### src/rtl/sv_uart_pkg.sv
// Shared types and constants for the sv_uart transmit-side arbiter.
// Provides the arbiter state encoding, the channel-id header tag and
// a helper that sizes channel-id fields.
package sv_uart_pkg;

    // Upper bits of the optional per-packet header byte; low bits carry the channel id.
    localparam logic [7:0] ARB_HDR_TAG = 8'hC0;

    typedef enum logic [1:0] {
        ARB_IDLE,
        ARB_HDR,
        ARB_LOCK
    } arb_state_t;

    // Width of a channel-id field; never narrower than one bit.
    function automatic int arb_id_width(input int n_ch);
        return (n_ch > 1) ? $clog2(n_ch) : 1;
    endfunction

endpackage

### src/rtl/sv_uart_rr_arbiter.sv
// Combinational round-robin pick: returns the first requesting channel
// found when searching upward from ilast+1, wrapping at N_CH.
module sv_uart_rr_arbiter
    import sv_uart_pkg::*;
#(
    parameter int N_CH = 4,
    localparam int IDW = arb_id_width(N_CH)
) (
    input  logic [N_CH-1:0] ireq,
    input  logic [IDW-1:0]  ilast,
    output logic [IDW-1:0]  ogrant,
    output logic            oany
);

    // Candidate k is the channel k+1 positions after the last grant.
    logic [IDW-1:0] cand_idx [N_CH];

    genvar gi;
    generate
        for (gi = 0; gi < N_CH; gi++) begin : g_cand
            assign cand_idx[gi] = IDW'((int'(ilast) + gi + 1) % N_CH);
        end
    endgenerate

    // Scan from the farthest candidate down so the nearest requester wins.
    always_comb begin
        ogrant = '0;
        oany   = 1'b0;
        for (int k = N_CH - 1; k >= 0; k--) begin
            if (ireq[cand_idx[k]]) begin
                ogrant = cand_idx[k];
                oany   = 1'b1;
            end
        end
    end

endmodule

### src/rtl/sv_uart_tx_arbiter.sv
// Packet-locked round-robin arbiter sharing one UART engine s_axis
// transmit port among N_CH AXI-stream requesters. A granted channel
// keeps the engine until its tlast beat or an idle timeout.
// Optional feature: define SV_UART_ARB_ID_HEADER_EN to emit a header word
// {0xC0 | id, zeros} to the engine before each granted packet.
module sv_uart_tx_arbiter
    import sv_uart_pkg::*;
#(
    parameter int N_CH       = 4,
    parameter int DATA_WIDTH = 24
) (
    input  logic                       iclk,
    input  logic                       irst,
    input  logic [N_CH*DATA_WIDTH-1:0] s_axis_tdata,
    input  logic [N_CH-1:0]            s_axis_tvalid,
    input  logic [N_CH-1:0]            s_axis_tlast,
    output logic [N_CH-1:0]            s_axis_tready,
    output logic [DATA_WIDTH-1:0]      m_axis_tdata,
    output logic                       m_axis_tvalid,
    input  logic                       m_axis_tready,
    input  logic [15:0]                itimeout,
    output logic [$clog2(N_CH)-1:0]    ogrant_id,
    output logic                       ogrant_vld,
    output logic                       otimeout
);

    localparam int IDW = $clog2(N_CH);

    arb_state_t      state_reg, state_next;
    logic [IDW-1:0]  grant_id_reg, grant_id_next;
    logic [IDW-1:0]  last_grant_reg, last_grant_next;
    logic            grant_vld_reg, grant_vld_next;
    logic [15:0]     cnt_reg, cnt_next, cnt_inc;

    logic [DATA_WIDTH-1:0] tdata_ch [N_CH];
    logic [IDW-1:0]        pick_id;
    logic                  pick_any;
    logic                  cur_valid;
    logic                  cur_last;

    genvar gi;
    generate
        for (gi = 0; gi < N_CH; gi++) begin : g_unpack
            assign tdata_ch[gi] = s_axis_tdata[gi*DATA_WIDTH +: DATA_WIDTH];
        end
    endgenerate

    sv_uart_rr_arbiter #(
        .N_CH   (N_CH)
    ) u_rr (
        .ireq   (s_axis_tvalid),
        .ilast  (last_grant_reg),
        .ogrant (pick_id),
        .oany   (pick_any)
    );

    assign cur_valid  = s_axis_tvalid[grant_id_reg];
    assign cur_last   = s_axis_tlast[grant_id_reg];
    assign cnt_inc    = (cnt_reg == 16'hFFFF) ? cnt_reg : cnt_reg + 16'd1;
    assign ogrant_id  = grant_id_reg;
    assign ogrant_vld = grant_vld_reg;

    // Next-state, grant bookkeeping and the stream multiplexer.
    always_comb begin
        state_next      = state_reg;
        grant_id_next   = grant_id_reg;
        grant_vld_next  = grant_vld_reg;
        last_grant_next = last_grant_reg;
        cnt_next        = cnt_reg;
        m_axis_tdata    = '0;
        m_axis_tvalid   = 1'b0;
        s_axis_tready   = '0;
        otimeout        = 1'b0;

        case (state_reg)
            ARB_IDLE: begin
                cnt_next = '0;
                if (pick_any) begin
                    grant_id_next  = pick_id;
                    grant_vld_next = 1'b1;
`ifdef SV_UART_ARB_ID_HEADER_EN
                    state_next     = ARB_HDR;
`else
                    state_next     = ARB_LOCK;
`endif
                end
            end
`ifdef SV_UART_ARB_ID_HEADER_EN
            ARB_HDR: begin
                m_axis_tvalid = 1'b1;
                m_axis_tdata  = {ARB_HDR_TAG | 8'(grant_id_reg), {(DATA_WIDTH-8){1'b0}}};
                if (m_axis_tready) begin
                    state_next = ARB_LOCK;
                end
            end
`endif
            ARB_LOCK: begin
                m_axis_tdata                = tdata_ch[grant_id_reg];
                m_axis_tvalid               = cur_valid;
                s_axis_tready[grant_id_reg] = m_axis_tready;
                if (cur_valid && m_axis_tready) begin
                    // A beat always wins over a coincident timeout.
                    cnt_next = '0;
                    if (cur_last) begin
                        state_next      = ARB_IDLE;
                        last_grant_next = grant_id_reg;
                        grant_vld_next  = 1'b0;
                    end
                end else begin
                    // Only cycles with the holder's tvalid low count as idle.
                    cnt_next = cur_valid ? cnt_reg : cnt_inc;
                    if ((itimeout != 16'd0) && (cnt_next >= itimeout)) begin
                        state_next      = ARB_IDLE;
                        last_grant_next = grant_id_reg;
                        grant_vld_next  = 1'b0;
                        cnt_next        = '0;
                        otimeout        = 1'b1;
                    end
                end
            end
            default: begin
                state_next = ARB_IDLE;
            end
        endcase

        // Reset takes the stream interface quiet in the same cycle.
        if (irst) begin
            m_axis_tvalid = 1'b0;
            s_axis_tready = '0;
            otimeout      = 1'b0;
        end
    end

    // State and grant registers with synchronous reset.
    always_ff @(posedge iclk) begin
        if (irst) begin
            state_reg      <= ARB_IDLE;
            grant_id_reg   <= '0;
            last_grant_reg <= IDW'(N_CH - 1);
            grant_vld_reg  <= 1'b0;
            cnt_reg        <= '0;
        end else begin
            state_reg      <= state_next;
            grant_id_reg   <= grant_id_next;
            last_grant_reg <= last_grant_next;
            grant_vld_reg  <= grant_vld_next;
            cnt_reg        <= cnt_next;
        end
    end

endmodule

### config.mk
export PLATFORM = sky130hd
export DESIGN_NAME = sv_uart_tx_arbiter
export DESIGN_NICKNAME = d
export VERILOG_FILES = /design/src/rtl/sv_uart_pkg.sv /design/src/rtl/sv_uart_rr_arbiter.sv /design/src/rtl/sv_uart_tx_arbiter.sv
export SDC_FILE = /design/constraint.sdc
export NUM_CORES = 1
export LEC_CHECK = 0
export ABC_AREA = 1
export BUFFER_PORTS_ARGS = -buffer_cell sky130_fd_sc_hd__buf_2
export CAP_MARGIN = 20
export CORE_UTILIZATION = 46
export CTS_BUF_LIST = sky130_fd_sc_hd__clkbuf_8
export DETAILED_ROUTE_END_ITERATION = 16
export PLACE_DENSITY_LB_ADDON = 0.08
export SLEW_MARGIN = 20
export SYNTH_ARGS = -nofsm -noshare
export SYNTH_HDL_FRONTEND = slang
export SYNTH_SLANG_ARGS = --single-unit
### constraint.sdc
create_clock -name iclk -period 3.8 [get_ports iclk]
set_clock_uncertainty 0.15 [all_clocks]
set_input_delay 0.76 -clock iclk [delete_from_list [all_inputs] [get_ports iclk]]
set_output_delay 0.76 -clock iclk [all_outputs]
set_load 0.02 [all_outputs]
; ---- Yosys cells after proc, flatten, opt, wreduce, memory -nomap -nowiden
; Index checks and enable logic that the tools add are counted.
[op_classes]
add_sub_neg = 7
n_lt_le_gt_ge = 8
eq_ne = 6
mux = 52
n_bitwise = 2
n_reduce_logical = 11
[op_table]
columns = op, n
row1 = $mux 24, 3
row2 = $mux 16, 4
row3 = $bmux 24 s2, 1
row4 = $pmux 16 s2, 1
row5 = $mux 2, 11
row6 = $mux 1, 21
row7 = $add 16x1->16 const B, 1
row8 = $eq 16x16->1 const B, 1
row9 = $ge 16x16->1, 1
row10 = $reduce_bool 16->1, 1
row11 = $lt 2x3->1 const B, 5
row12 = $bmux 1 s2, 6
row13 = $add 2x2->2 const B, 5
row14 = $mux 4, 2
row15 = $ne 3x3->1 const B, 2
row16 = $reduce_and 3->1, 2
row17 = $and 4x4->4, 1
row18 = $ne 2x2->1 const B, 2
row19 = $pmux 2 s2, 1
row20 = $reduce_and 4->1, 1
row21 = $reduce_bool 2->1, 2
row22 = $ge 3x3->1 const B, 1
row23 = $logic_and 1x1->1, 3
row24 = $not 2->3, 1
row25 = 7 further kinds, 7
[totals]
register_bits = 23
in_bits = 123
word_cells = 91

; ---- Depth between registers and ports, before layout
; Gate-level depths: netlist of run 1.
[depth]
depth_word = 10
mapped_depth = 25
mapped_depth_nobuf = 23

; ---- Cells and area by module
; A second synthesis of run 1 with hierarchy kept.
[unflattened]
cells_unflattened = 454
hier_area_um2 = 2783.9
[modules_own_cells]
columns = mod, n_inst, cells_per_inst, area_per_inst_um2, seq_area_each_um2
row1 = sv_uart_tx_arbiter, 1, 402, 2544.9, 420.4
row2 = sv_uart_rr_arbiter, 1, 52, 239.0, 0.0

; ---- Worst setup path after synthesis of run 1
; No wires, ideal clock.
[synth_path]
kind = in2out
from = in s_axis_tvalid[0]
to = out otimeout
arrival_ns = 2.598
required_time_ns = 2.890
path_slack_ns = 0.292
stages = 18
path_buffers = 1
cell_sequence = a22oi_4 nand3_4 inv_2 buf_6 nand3_2 o21ai_1 inv_1 ha_1 nand2_1 inv_1 nand2_1 nor2_1 nor2_1 nand2_1 nand2_1 nand2_1 nand2_1 nor2_1
[synth_via]
elab_chain_len = 9
elab_cells_between_ends = 10
cone_classes = order compare: 1 / mux: 7 / reduce/logical: 2
[synth_rtl]
columns = item, line_no
row1 = start: declaration, sv_uart_tx_arbiter.sv:15  ; input logic [N_CH-1:0] s_axis_tvalid,
row2 = $bmux 1 s2 (*), sv_uart_tx_arbiter.sv:57  ; assign cur_valid = s_axis_tvalid[grant_id_reg];
row3 = $mux 1 (not written as such) (*), sv_uart_tx_arbiter.sv:57
row4 = $mux 16, sv_uart_tx_arbiter.sv:111  ; cnt_next = cur_valid ? cnt_reg : cnt_inc;
row5 = $ge 16x16->1, sv_uart_tx_arbiter.sv:112  ; if ((itimeout != 16'd0) && (cnt_next >= itimeout)) begin
row6 = $logic_and 1x1->1, sv_uart_tx_arbiter.sv:112
row7 = $mux 1, sv_uart_tx_arbiter.sv:112
row8 = $mux 1 (*), sv_uart_tx_arbiter.sv:101  ; if (cur_valid && m_axis_tready) begin
row9 = $mux 1 (*), sv_uart_tx_arbiter.sv:75  ; case (state_reg)
row10 = $mux 1 (*), sv_uart_tx_arbiter.sv:127  ; if (irst) begin
row11 = end: declaration, sv_uart_tx_arbiter.sv:24  ; output logic otimeout
; Mark *: on every way between the ends. The rest lies on a longest branch, timed or not. The select of a mux whose other input is x is not followed.

; ---- Worst setup path in the final report of run 1
[layout_path]
from = reg cnt_reg[9]
to = out otimeout
[layout_via]
elab_chain_len = 9
elab_cells_between_ends = 10
cone_classes = add/sub: 1 / order compare: 1 / eq/ne: 1 / mux: 6 / reduce/logical: 1
[layout_rtl]
columns = item, line_no
row1 = start: declaration, sv_uart_tx_arbiter.sv:33  ; logic [15:0] cnt_reg, cnt_next, cnt_inc;
row2 = start signal: assignment, sv_uart_tx_arbiter.sv:147  ; cnt_reg <= cnt_next;
row3 = $add 16x1->16 / $eq 16x16->1 (equally long branches), sv_uart_tx_arbiter.sv:59  ; assign cnt_inc = (cnt_reg == 16'hFFFF) ? cnt_reg : cnt_reg + 16'd1;
row4 = $mux 16, sv_uart_tx_arbiter.sv:59
row5 = $mux 16 (*), sv_uart_tx_arbiter.sv:111
row6 = $ge 16x16->1 (*), sv_uart_tx_arbiter.sv:112
row7 = $logic_and 1x1->1 (*), sv_uart_tx_arbiter.sv:112
row8 = $mux 1 (*), sv_uart_tx_arbiter.sv:112
row9 = $mux 1 (*), sv_uart_tx_arbiter.sv:101
row10 = $mux 1 (*), sv_uart_tx_arbiter.sv:75
row11 = $mux 1 (*), sv_uart_tx_arbiter.sv:127
; Mark *: on every way between the ends. The rest lies on a longest branch, timed or not.

==> flow_summary.ini, run 1 <==
[placed_design]
place_worst_setup_slack_ps = -131
gp_congestion = 0.900
port-buffer-count = 155
place_hpwl_um = 8030
dp.cells = 659

[yosys]
synthesis.area_per_instance_sq_um = 6.20
ys_types = 34
syn_area_sq_um = 2710
count_of_yosys_warnings_during_synthesis = 0
yosys_register_bits = 21
synth_seq_area_share_pct = 15.5
syn-instance-count = 437
postSynthNetCount = 577

[worst_setup_path]
worst_path_most_repeated_cell = sky130_fd_sc_hd__nand2_1
worst_path_max_delay_cell = sky130_fd_sc_hd__dfxtp_1
cp.arrival_ps = 2870
worst-setup-path-type = flop to primary output
critical_path.reg2reg.startpoint = cnt_reg[9]$_SDFF_PP0_
minimum_setup_slack_among_reg_to_reg_paths_ps = 500
worstRegToRegCells = 20
worstPathMaxFanout = 4
cp.required_ps = 2890
critical-path-top-delay-family = simple AND/OR/NAND/NOR gates
critical_path.cell_chain = inv_1, nor2_4, nand2_1, nor3_2, nand2_1, nand3_2, xor2_2, inv_2, ha_4, nand4_1, nor3_2, nand2_1, nand2_1, nand2_2, nor2_4, buf_6
critical_path.startpoint_type = flop
setup.worst_path.end_class = primary output
crit_buf_inv = 3
slowest_delay_ps = 410
critical_path.reg2reg.endpoint = last_grant_reg[0]$_SDFFE_PP1P_

[finish]
nNetsFinal = 754
final_cells = 685
num_antenna_cells = 0
post_route_cells_drive_above_1_share_pct = 44.0
final.fill_count = 481
most-common-layout-cells = 152 x sky130_fd_sc_hd__buf_2, 72 x sky130_fd_sc_hd__nand3_1, 64 x sky130_fd_sc_hd__nand2_1
leading_cell_type_in_the_layout_fill_and_taps_excluded = sky130_fd_sc_hd__buf_2
area_growth_syn_to_layout_pct = 52.4
largest_reg_flops = 16

[timing]
post-route-period-util_pct = 99.4
fin_ws_ps = 23.4
finalHoldViolations = 0
grt_setup_unrepaired = yes
worst_slew_pin_tran_ps = 411
final.min_clock_period_ps = 3780
setup-violations-final = 0
fmaxAchievable_ghz = 0.265
headroom_to_the_max_slew_limit_pct = 72.3
slew_viol_final = 0

[grt]
grt_start_max_net_pins = 31
antenna_found_initial = 0
first_global_vias = 3260
met3_grt_util_pct = 4.14
grt_busiest_layer = met2
track_usage_pct = 31.2
grt_util_met2_pct = 53.5
grt_remaining_overflow = 0
grt_pass1_wl_um = 15300
routing_usage_on_met1_pct = 42.2

[pwr]
leakage_nw = 2.12
p_sw_share_pct = 54.8
power.density_cell_area_nw_per_um2 = 663
power_frac_seq_pct = 13.2
portion_of_total_power_attributed_to_the_clock_network_pct = 5.4
irDropWorstVdd_uv = 372
comb_power_share_pct = 81.4
netsw_mw = 1.50
cellInternalPower_mw = 1.24

[job]
number_of_max_cap_violations = 0

[floorplan]
initial_utilization_pct = 48.6
dieHeight_um = 78.7
placeableCoreArea_sq_um = 5570
fp.dieArea_sq_um = 6200
floorplan.rows = 27
die_w_um = 78.7
design.portCount = 156

[hold_path]
hold_path_end = ogrant_id[0]$_SDFFE_PP0P_
min_path_type = flop to flop
min_from = ogrant_id[0]$_SDFFE_PP0P_
hold_depth = 2

[clock_network]
sink_count_of_the_clock_tree = 21
clock-root-buffer = sky130_fd_sc_hd__clkbuf_8
ctsLongestPathBuffers = 2
cts_made_buffers = 3
ctsHoldBuffers = 0
clock_slew_at_the_register_clock_pins_of_the_worst_setup_and_hold_paths_ps = 70
tritoncts_clock_tree = built
htree_num_levels = 1
clock_insertion_delay_worst_skew_ps = 270

[drt]
routed_via_density = 5.71
dr_total_vias = 3908
initial_drt_markers = 357
wl_per_cell_um = 16.6
routed_wire_length_um = 11400
antenna_left = 0
first_pass_iters = 5
drcViolationCount = 0

[status]
status = complete, no violations
cells in the mapped netlist:
master | number | area share [%]
sky130_fd_sc_hd__o21ai_0 | 9 | 1.7
sky130_fd_sc_hd__a22oi_4 | 1 | 0.79
sky130_fd_sc_hd__nor3b_1 | 1 | 0.28
sky130_fd_sc_hd__a22oi_1 | 24 | 6.7
sky130_fd_sc_hd__inv_1 | 55 | 7.6
sky130_fd_sc_hd__nand2_1 | 71 | 9.8
sky130_fd_sc_hd__buf_2 | 2 | 0.37
sky130_fd_sc_hd__nand4_1 | 4 | 0.92
sky130_fd_sc_hd__clkbuf_2 | 1 | 0.18
sky130_fd_sc_hd__dfxtp_1 | 21 | 16
sky130_fd_sc_hd__nor2_4 | 3 | 1.2
sky130_fd_sc_hd__buf_4 | 1 | 0.28
sky130_fd_sc_hd__xnor2_1 | 5 | 1.6
sky130_fd_sc_hd__nor2_1 | 34 | 4.7
sky130_fd_sc_hd__nor3_2 | 1 | 0.37
sky130_fd_sc_hd__xor2_1 | 10 | 3.2
sky130_fd_sc_hd__a31oi_1 | 24 | 5.5
sky130_fd_sc_hd__inv_2 | 4 | 0.55
sky130_fd_sc_hd__nor4_1 | 2 | 0.46
sky130_fd_sc_hd__nor3_1 | 12 | 2.2
sky130_fd_sc_hd__o21ai_1 | 10 | 1.8
sky130_fd_sc_hd__clkinv_1 | 1 | 0.14
sky130_fd_sc_hd__a21oi_1 | 13 | 2.4
sky130_fd_sc_hd__nand3_4 | 2 | 1.3
sky130_fd_sc_hd__a21oi_2 | 1 | 0.32
sky130_fd_sc_hd__or2_1 | 2 | 0.46
sky130_fd_sc_hd__nand2_2 | 3 | 0.69
sky130_fd_sc_hd__buf_1 | 4 | 0.55
sky130_fd_sc_hd__nand3_1 | 74 | 14
sky130_fd_sc_hd__ha_1 | 17 | 7.9
sky130_fd_sc_hd__nand3_2 | 7 | 2.6
sky130_fd_sc_hd__buf_6 | 5 | 2.1
sky130_fd_sc_hd__or2_2 | 2 | 0.46
sky130_fd_sc_hd__clkbuf_1 | 11 | 1.5
power by group through the flow:
stage,Sequential (mW),Clock (mW),Combinational [mW]
after floorplan,0.319,0,1.28
after global routing,0.366,0.156,2.40
after detailed placement,0.349,0,1.78
final,0.361,0.147,2.23
after global placement,0.348,0,1.74
after CTS,0.345,0.146,1.83
cell families after synthesis:
group / count (synthesis) / synth area share (%)
simple gates: 218 / 39.2
fa+ha+maj: 17 / 7.86
buf+inv: 84 / 13.3
compound gates: 82 / 19.2
flops: 21 / 15.5
xor+xnor: 15 / 4.85
worst reg2reg max path: stages, from the launching register on:
cell and delay [ps]:
sky130_fd_sc_hd__dfxtp_1 410, sky130_fd_sc_hd__inv_1 150, sky130_fd_sc_hd__nor2_4 180, sky130_fd_sc_hd__nand2_1 120
sky130_fd_sc_hd__nor3_2 190, sky130_fd_sc_hd__nand2_1 130, sky130_fd_sc_hd__nand3_2 120, sky130_fd_sc_hd__xor2_2 210
sky130_fd_sc_hd__inv_2 80, sky130_fd_sc_hd__ha_4 270, sky130_fd_sc_hd__nand4_1 120, sky130_fd_sc_hd__nor3_2 190
sky130_fd_sc_hd__nand2_1 70, sky130_fd_sc_hd__nand2_1 80, sky130_fd_sc_hd__nand2_2 80, sky130_fd_sc_hd__buf_4 140
sky130_fd_sc_hd__buf_4 130, sky130_fd_sc_hd__nand2_1 130, sky130_fd_sc_hd__nand2_1 100, sky130_fd_sc_hd__nand2_1 70
sky130_fd_sc_hd__nand3_1 70
worst max path at each step:
| stage | cells past startpoint | end | slack, ps | start |
|---|---|---|---|---|
| floorplan | 18 | otimeout | 290 | s_axis_tvalid[0] |
| global placement | 20 | otimeout | -70 | s_axis_tvalid[0] |
| detailed placement | 20 | otimeout | -130 | s_axis_tvalid[0] |
| CTS | 19 | otimeout | 10 | s_axis_tvalid[0] |
| global route | 16 | otimeout | -160 | cnt_reg[9]$_SDFF_PP0_ |
| finish | 16 | otimeout | 20 | cnt_reg[9]$_SDFF_PP0_ |
through the flow:
stage / total power [mW] / TNS [ps] / util, % / cell area [sq um] / hold WS (ps)
floorplan: 1.60 / 0 / - / 2710 / 352
global placement: 2.09 / -69.7 / 64.3 / 3580 / 386
detailed placement: 2.13 / -131 / 64.3 / 3580 / 389
CTS: 2.33 / 0 / 66.6 / 3710 / 411
global route: 2.93 / -159 / 74.1 / 4130 / 434
finish: 2.74 / 0 / 74.1 / 4130 / 411
area by class of cell:
cell class | count | area, sq um | share of cell area (%)
clock buffer | 3 | 41.3 | 1.00
timing repair buffer | 195 | 1130 | 27.5
multi-input combinational | 332 | 2180 | 52.7
timing repair inverter | 1 | 8.76 | 0.212
sequential | 21 | 432 | 10.5
clock inverter | 1 | 3.75 | 0.0909
inverter | 60 | 240 | 5.82
tap | 72 | 90.1 | 2.18
per-layer routing:
metal	up-vias	wire length, um
li1	1849	-
met1	1805	4570
met2	219	5630
met3	35	911
met4	0	260
met5	-	0
repair_timing:
| item | in CTS | in global routing |
|---|---|---|
| buffers inserted | 6 | 16 |
| resized for setup | 13 | 63 |
| endpoints found under the setup margin | 1 | 1 |
| pin swaps | 6 | 21 |
| cloned | 0 | 1 |
(Power assumes the default switching activity.)
==> inputs of run 2 (changes only) <==
--- a/config.mk
+++ b/config.mk
@@ -8,11 +8,12 @@
 export ABC_AREA = 1
 export BUFFER_PORTS_ARGS = -buffer_cell sky130_fd_sc_hd__buf_2
 export CAP_MARGIN = 20
-export CORE_UTILIZATION = 46
+export CORE_UTILIZATION = 47
 export CTS_BUF_LIST = sky130_fd_sc_hd__clkbuf_8
 export DETAILED_ROUTE_END_ITERATION = 16
 export PLACE_DENSITY_LB_ADDON = 0.08
 export SLEW_MARGIN = 20
 export SYNTH_ARGS = -nofsm -noshare
 export SYNTH_HDL_FRONTEND = slang
+export SYNTH_HIERARCHICAL = 1
 export SYNTH_SLANG_ARGS = --single-unit
==> run 2 against run 1 <==
Combinational power up 11%. Wire length down 2.7%. Flip-flop and latch count did not move. Highest routed layer is now met5.
==> flow_summary.ini, run 2 <==
[status]
status = complete, no violations

[finish]
final_cells = 692
num_antenna_cells = 0
area_growth_syn_to_layout_pct = 49.9
most-common-layout-cells = 152 x sky130_fd_sc_hd__buf_2, 70 x sky130_fd_sc_hd__nand3_1, 66 x sky130_fd_sc_hd__nand2_1
fin_util_pct = 74.4
nNetsFinal = 761
post_route_cells_drive_above_1_share_pct = 44.5
leading_cell_type_in_the_layout_fill_and_taps_excluded = sky130_fd_sc_hd__buf_2
largest_reg_flops = 16

[yosys]
yosys-top-cells-count = 75 x sky130_fd_sc_hd__nand2_1, 74 x sky130_fd_sc_hd__nand3_1, 62 x sky130_fd_sc_hd__inv_1
synth_seq_area_share_pct = 15.1
ys_types = 40
synth.top_cells.by_area = sky130_fd_sc_hd__dfxtp_1 15%, sky130_fd_sc_hd__nand3_1 13%, sky130_fd_sc_hd__nand2_1 10%
proportion_of_synthesized_flip_flops_having_asynchronous_set_or_reset_pct = 0
count_of_yosys_warnings_during_synthesis = 6
syn-instance-count = 454
synthesis.area_per_instance_sq_um = 6.13
yosys_register_bits = 21
synth.top_cell.area_share_pct = 15.1
ys_dominant_reg_cell = sky130_fd_sc_hd__dfxtp_1
yosysMostFrequentCell = sky130_fd_sc_hd__nand2_1
number_of_flops_mapped_to_enable_cells_by_yosys = 0
postSynthNetCount = 594
syn_area_sq_um = 2780
synthDominantAreaCellType = sky130_fd_sc_hd__dfxtp_1

[timing]
finalHoldViolations = 0
fin_ws_ps = 33.3
final.min_clock_period_ps = 3770
setup-violations-final = 0
worst_slew_pin_tran_ps = 763
headroom_to_the_max_slew_limit_pct = 49.1
slew_viol_final = 0
grt_setup_unrepaired = yes
post-route-period-util_pct = 99.1
fmaxAchievable_ghz = 0.265
setup_tns_ps = 0

[drt]
antenna_left = 0
met3_length_um = 760
wl_per_cell_um = 16.0
met1Wirelength_um = 4380
wl_met2_um = 5680
dr.max_layer_used = met5
routed_wire_length_um = 11100
first_pass_iters = 5
dr_total_vias = 3896
drcViolationCount = 0
initial_drt_markers = 348
routed_via_density = 5.63

[floorplan]
initial_utilization_pct = 49.6
fp.dieArea_sq_um = 6230
dieHeight_um = 79.0
design.portCount = 156
die_w_um = 79.0
placeableCoreArea_sq_um = 5610
floorplan.rows = 27

[placed_design]
dp.cells = 668
gp_congestion = 0.947
place_hpwl_um = 7610
port-buffer-count = 155
place_worst_setup_slack_ps = 13.4

[pwr]
post-layout-total-power_mw = 3.01
power.density_cell_area_nw_per_um2 = 721
leakage_nw = 2.16
irDropWorstVdd_uv = 514

[clock_network]
sink_count_of_the_clock_tree = 21
clock_insertion_delay_worst_skew_ps = 280
ctsLongestPathBuffers = 2
cts_made_buffers = 3
htree_num_levels = 1
clock_slew_at_the_register_clock_pins_of_the_worst_setup_and_hold_paths_ps = 90
tritoncts_clock_tree = built
ctsHoldBuffers = 0
clock-root-buffer = sky130_fd_sc_hd__clkbuf_8

[worst_setup_path]
worstPathMaxFanout = 3
setup.worst_path.end_class = primary output
worst-setup-path-type = flop to primary output
cp.required_ps = 2890
critical_path.startpoint_type = flop
cp.arrival_ps = 2860

[grt]
grt_remaining_overflow = 0
grt_start_max_net_pins = 49
antenna_found_initial = 1
first_global_vias = 3271
track_usage_pct = 30.5
grt_pass1_wl_um = 15000

[job]
number_of_max_cap_violations = 0

[hold_path]
min_path_type = flop to flop
==> run 2: cell count changes in the layout (fill, tap and decap cells not counted), sizes merged, moves of 2 or more <==
cell   before  now
inv        60   70
or2         4    1
buf       195  183
nor2       37   43
o21ai      19   21
nor3       13    8
nand4       4    9
xnor2       5    2
nand2      74   82
nand3      83   81
==> run 2: logic make-up after synthesis <==
logic type | after synthesis | synth area share, %
compound gates | 84 | 19.7
flops | 21 | 15.1
simple gates | 227 | 39.4
fa+ha+maj | 17 | 7.64
buf+inv | 93 | 14.3
xor+xnor | 12 | 3.78
==> run 2: path summary, 6_finish.rpt <==
check,cells past startpoint,endpoint,startpoint,slack (ps)
max reg2reg,18,cnt_reg[11]$_SDFF_PP0_,cnt_reg[13]$_SDFF_PP0_,680
min reg2reg,2,last_grant_reg[1]$_SDFFE_PP1P_,last_grant_reg[1]$_SDFFE_PP1P_,410
min,2,last_grant_reg[1]$_SDFFE_PP1P_,last_grant_reg[1]$_SDFFE_PP1P_,410
max,21,otimeout,cnt_reg[6]$_SDFF_PP0_,30
==> run 2: critical path, cell delays in order (launching register included) <==
cell	delay, ps
sky130_fd_sc_hd__dfxtp_4	370
sky130_fd_sc_hd__nand2_2	90
sky130_fd_sc_hd__nor2_4	170
sky130_fd_sc_hd__nand4_1	180
sky130_fd_sc_hd__nor2_4	220
sky130_fd_sc_hd__a21oi_4	90
sky130_fd_sc_hd__inv_2	80
sky130_fd_sc_hd__nor2_1	50
sky130_fd_sc_hd__o21ai_1	170
sky130_fd_sc_hd__inv_1	100
sky130_fd_sc_hd__ha_4	280
sky130_fd_sc_hd__nand2_2	50
sky130_fd_sc_hd__inv_2	60
sky130_fd_sc_hd__nand2_2	70
sky130_fd_sc_hd__nor2_2	70
sky130_fd_sc_hd__nor2_1	50
sky130_fd_sc_hd__nand2_1	60
sky130_fd_sc_hd__nand2_1	50
sky130_fd_sc_hd__nand2_1	70
sky130_fd_sc_hd__nand2_2	70
sky130_fd_sc_hd__nor2_2	120
sky130_fd_sc_hd__buf_6	120
==> run 2: stage by stage <==
stage / area [sq um] / hold WS [ps]
3_5_place_dp: 3600 / 400
4_1_cts: 3660 / 408
3_3_place_gp: 3600 / 388
6_report: 4170 / 412
5_1_grt: 4170 / 427
2_1_floorplan: 2780 / 301
==> run 2: cell type report <==
| type | count | area [sq um] |
|---|---|---|
| inverters | 70 | 280 |
| multi-input cells | 341 | 2260 |
| well taps | 72 | 90.1 |
| repair buffers | 183 | 1030 |
| flip-flops and latches | 21 | 443 |
| repair inverters | 1 | 16.3 |
| fillers | 460 | 1440 |
| clock buffers | 3 | 41.3 |
| clock inverters | 1 | 3.75 |
==> run 2: per-layer routing <==
metal / vias to the layer above / track usage, %
li1: 1886 / -
met1: 1779 / 37.9
met2: 201 / 53.4
met3: 28 / 5.75
met4: 2 / 7.82
met5: - / 0
==> run 2: repair_timing <==
item / 4_1_cts / 5_1_grt
gates cloned: 0 / 2
endpoints found under the setup margin: 1 / 1
endpoints found under the hold margin: 0 / 0
pin swaps: 0 / 21
resized for setup: 3 / 83
buffers inserted: 0 / 18
==> run 2: power breakdown <==
part | switching [mW] | total [mW] | internal (mW)
Clock | 0.0844 | 0.157 | 0.0725
Combinational | 1.52 | 2.47 | 0.951
Sequential | 0.100 | 0.378 | 0.278
==> inputs of run 3 (changes only) <==
--- a/config.mk
+++ b/config.mk
@@ -8,6 +8,7 @@
 export ABC_AREA = 1
 export BUFFER_PORTS_ARGS = -buffer_cell sky130_fd_sc_hd__buf_2
 export CAP_MARGIN = 20
+export CORE_ASPECT_RATIO = 1.4
 export CORE_UTILIZATION = 47
 export CTS_BUF_LIST = sky130_fd_sc_hd__clkbuf_8
 export DETAILED_ROUTE_END_ITERATION = 16
==> run 3 against run 2 <==
The flow now finishes with violations (negative setup slack). Largest power group unchanged. Critical path depth shrank 4. Clock power down 3%. Final area fell by 5.1%. Wire length down 6.7%. Sequential share of layout area grew 0.32 points.
==> flow_summary.ini, run 3 (synthesis results as in run 2) <==
[status]
status = finished, violations left
violations_in_the_final_reports = negative setup slack

[clock_network]
clock_insertion_delay_worst_skew_ps = 260
ctsHoldBuffers = 0
ctsLongestPathBuffers = 2
tritoncts_clock_tree = built
clock_slew_at_the_register_clock_pins_of_the_worst_setup_and_hold_paths_ps = 80
htree_num_levels = 1
clock-root-buffer = sky130_fd_sc_hd__clkbuf_8
sink_count_of_the_clock_tree = 21
cts_made_buffers = 3

[timing]
worst_slew_pin_tran_ps = 1040
fmaxAchievable_ghz = 0.262
finalHoldViolations = 0
setup-violations-final = 1
fin_ws_ps = -17.2
post-route-period-util_pct = 100
slew_viol_final = 0
headroom_to_the_max_slew_limit_pct = 30.6
setup_tns_ps = -17.2
grt_setup_unrepaired = yes
final.min_clock_period_ps = 3820

[worst_setup_path]
slowest_delay_ps = 290
worstPathMaxFanout = 8
worst-setup-path-type = input pin to primary output
critical_path.startpoint_type = input pin
cp.arrival_ps = 2910
critical_path.cell_chain = buf_8, nand2_4, a21oi_4, nor2_4, nand2_4, clkinv_8, or2_2, nand2_2, inv_2, ha_4, nand4_1, nor3_2, nand2_1, nand2_1, nand2_2, nor2_2, buf_6
worst_path_max_delay_cell = sky130_fd_sc_hd__or2_2
critical-path-top-delay-family = simple AND/OR/NAND/NOR gates
crit_buf_inv = 4
setup.worst_path.end_class = primary output
cp.required_ps = 2890

[finish]
nNetsFinal = 751
final_cells = 680
post_route_cells_drive_above_1_share_pct = 41.8
leading_cell_type_in_the_layout_fill_and_taps_excluded = sky130_fd_sc_hd__buf_2
layout.cell_area.non_filler_sq_um = 3960
most-common-layout-cells = 152 x sky130_fd_sc_hd__buf_2, 74 x sky130_fd_sc_hd__nand3_1, 66 x sky130_fd_sc_hd__nand2_1
largest_reg_flops = 16
area_growth_syn_to_layout_pct = 42.2

[pwr]
p_sw_share_pct = 58.2
portion_of_total_power_attributed_to_the_clock_network_pct = 5.6
post-layout-total-power_mw = 2.72
netsw_mw = 1.58
power.density_cell_area_nw_per_um2 = 687
comb_power_share_pct = 80.6
cellInternalPower_mw = 1.14
power_frac_seq_pct = 13.8
irDropWorstVdd_uv = 427
leakage_nw = 2.06

[placed_design]
place_worst_setup_slack_ps = -113
gp_congestion = 0.947
place_hpwl_um = 7780
dp.cells = 662
port-buffer-count = 155
dpl-instance-area_sq_um = 3580

[grt]
grt_remaining_overflow = 0
grt_pass1_wl_um = 15600
track_usage_pct = 32.0
grt_start_max_net_pins = 50
antenna_found_initial = 1
first_global_vias = 3502

[drt]
antenna_left = 0
wl_per_cell_um = 15.2
initial_drt_markers = 231
routed_wire_length_um = 10300
first_pass_iters = 5
routed_via_density = 5.67
drcViolationCount = 0
dr_total_vias = 3856

[floorplan]
floorplan.rows = 32
dieHeight_um = 93.1
placeableCoreArea_sq_um = 5610
die_w_um = 67.0
fp.dieArea_sq_um = 6240
initial_utilization_pct = 49.7
design.portCount = 156

[job]
number_of_max_cap_violations = 0

[hold_path]
min_path_type = flop to flop
## run 3: cell count changes in the layout (fill, tap and decap cells not counted), sizes merged
cell | previous run | this run
buf | 183 | 173
diode | 0 | 2
clkinv | 2 | 1
inv | 70 | 71
## run 3: area by class of cell
cell class	count	area (sq um)
multi-input combinational	341	2160
fill	487	1650
timing repair buffer	173	941
sequential	21	433
inverter	70	280
tap	68	85.1
clock buffer	3	41.3
timing repair inverter	1	8.76
antenna	2	5.00
clock inverter	1	3.75
## run 3: per-layer routing
metal  vias up  track usage (%)  part of all wire (%)
li1       1855                -                     -
met1      1753             36.1                    38
met2       208             58.6                    52
met3        38             4.15                   6.9
met4         2             11.7                   3.2
met5         -                0                  0.13
## run 3: metrics by stage
step / hold slack (ps) / utilization, %
2_1_floorplan: 301 / -
3_3_place_gp: 383 / 63.9
3_5_place_dp: 412 / 63.9
4_1_cts: 425 / 65.0
5_1_grt: 436 / 70.5
6_report: 411 / 70.6
## run 3: worst paths after layout
check / start / endpoint / slack [ps] / cells past startpoint
hold / removal: cnt_reg[4]$_SDFF_PP0_ / cnt_reg[4]$_SDFF_PP0_ / 410 / 2
setup / recovery: s_axis_tvalid[0] / otimeout / -20 / 17
setup reg to reg: ogrant_id[0]$_SDFFE_PP0P_ / last_grant_reg[0]$_SDFFE_PP1P_ / 750 / 20
hold reg to reg: cnt_reg[4]$_SDFF_PP0_ / cnt_reg[4]$_SDFF_PP0_ / 410 / 2
## run 3: timing repair
action | 4_1_cts | 5_1_grt
gates resized for setup | 4 | 57
gates cloned | 0 | 2
buffers inserted | 1 | 9
pin swaps | 1 | 22
setup endpoints to repair | 1 | 1
## run 3: power by group through the flow
| stage | Clock, mW | Combinational (mW) | Sequential [mW] |
|---|---|---|---|
| 2_1_floorplan | 0 | 1.50 | 0.345 |
| 3_3_place_gp | 0 | 1.92 | 0.365 |
| 3_5_place_dp | 0 | 1.96 | 0.367 |
| 4_1_cts | 0.152 | 1.97 | 0.363 |
| 5_1_grt | 0.163 | 2.42 | 0.385 |
| 6_report | 0.152 | 2.19 | 0.376 |
## run 3: worst register-to-register path, cell delays in order, from the launching register on
cell and delay [ps]:
sky130_fd_sc_hd__dfxtp_1 370, sky130_fd_sc_hd__inv_2 120, sky130_fd_sc_hd__nand2_4 60, sky130_fd_sc_hd__a21oi_4 170, sky130_fd_sc_hd__nor2_4 60, sky130_fd_sc_hd__nand2_4 160, sky130_fd_sc_hd__clkinv_8 90, sky130_fd_sc_hd__or2_2 290
sky130_fd_sc_hd__nand2_2 100, sky130_fd_sc_hd__inv_2 50, sky130_fd_sc_hd__ha_4 260, sky130_fd_sc_hd__nand4_1 110, sky130_fd_sc_hd__nor3_2 240, sky130_fd_sc_hd__nand2_1 90, sky130_fd_sc_hd__nand2_1 80, sky130_fd_sc_hd__nand2_2 70
sky130_fd_sc_hd__buf_4 150, sky130_fd_sc_hd__nand2_1 110, sky130_fd_sc_hd__nand2_1 80, sky130_fd_sc_hd__nand2_1 60, sky130_fd_sc_hd__nand3_1 70
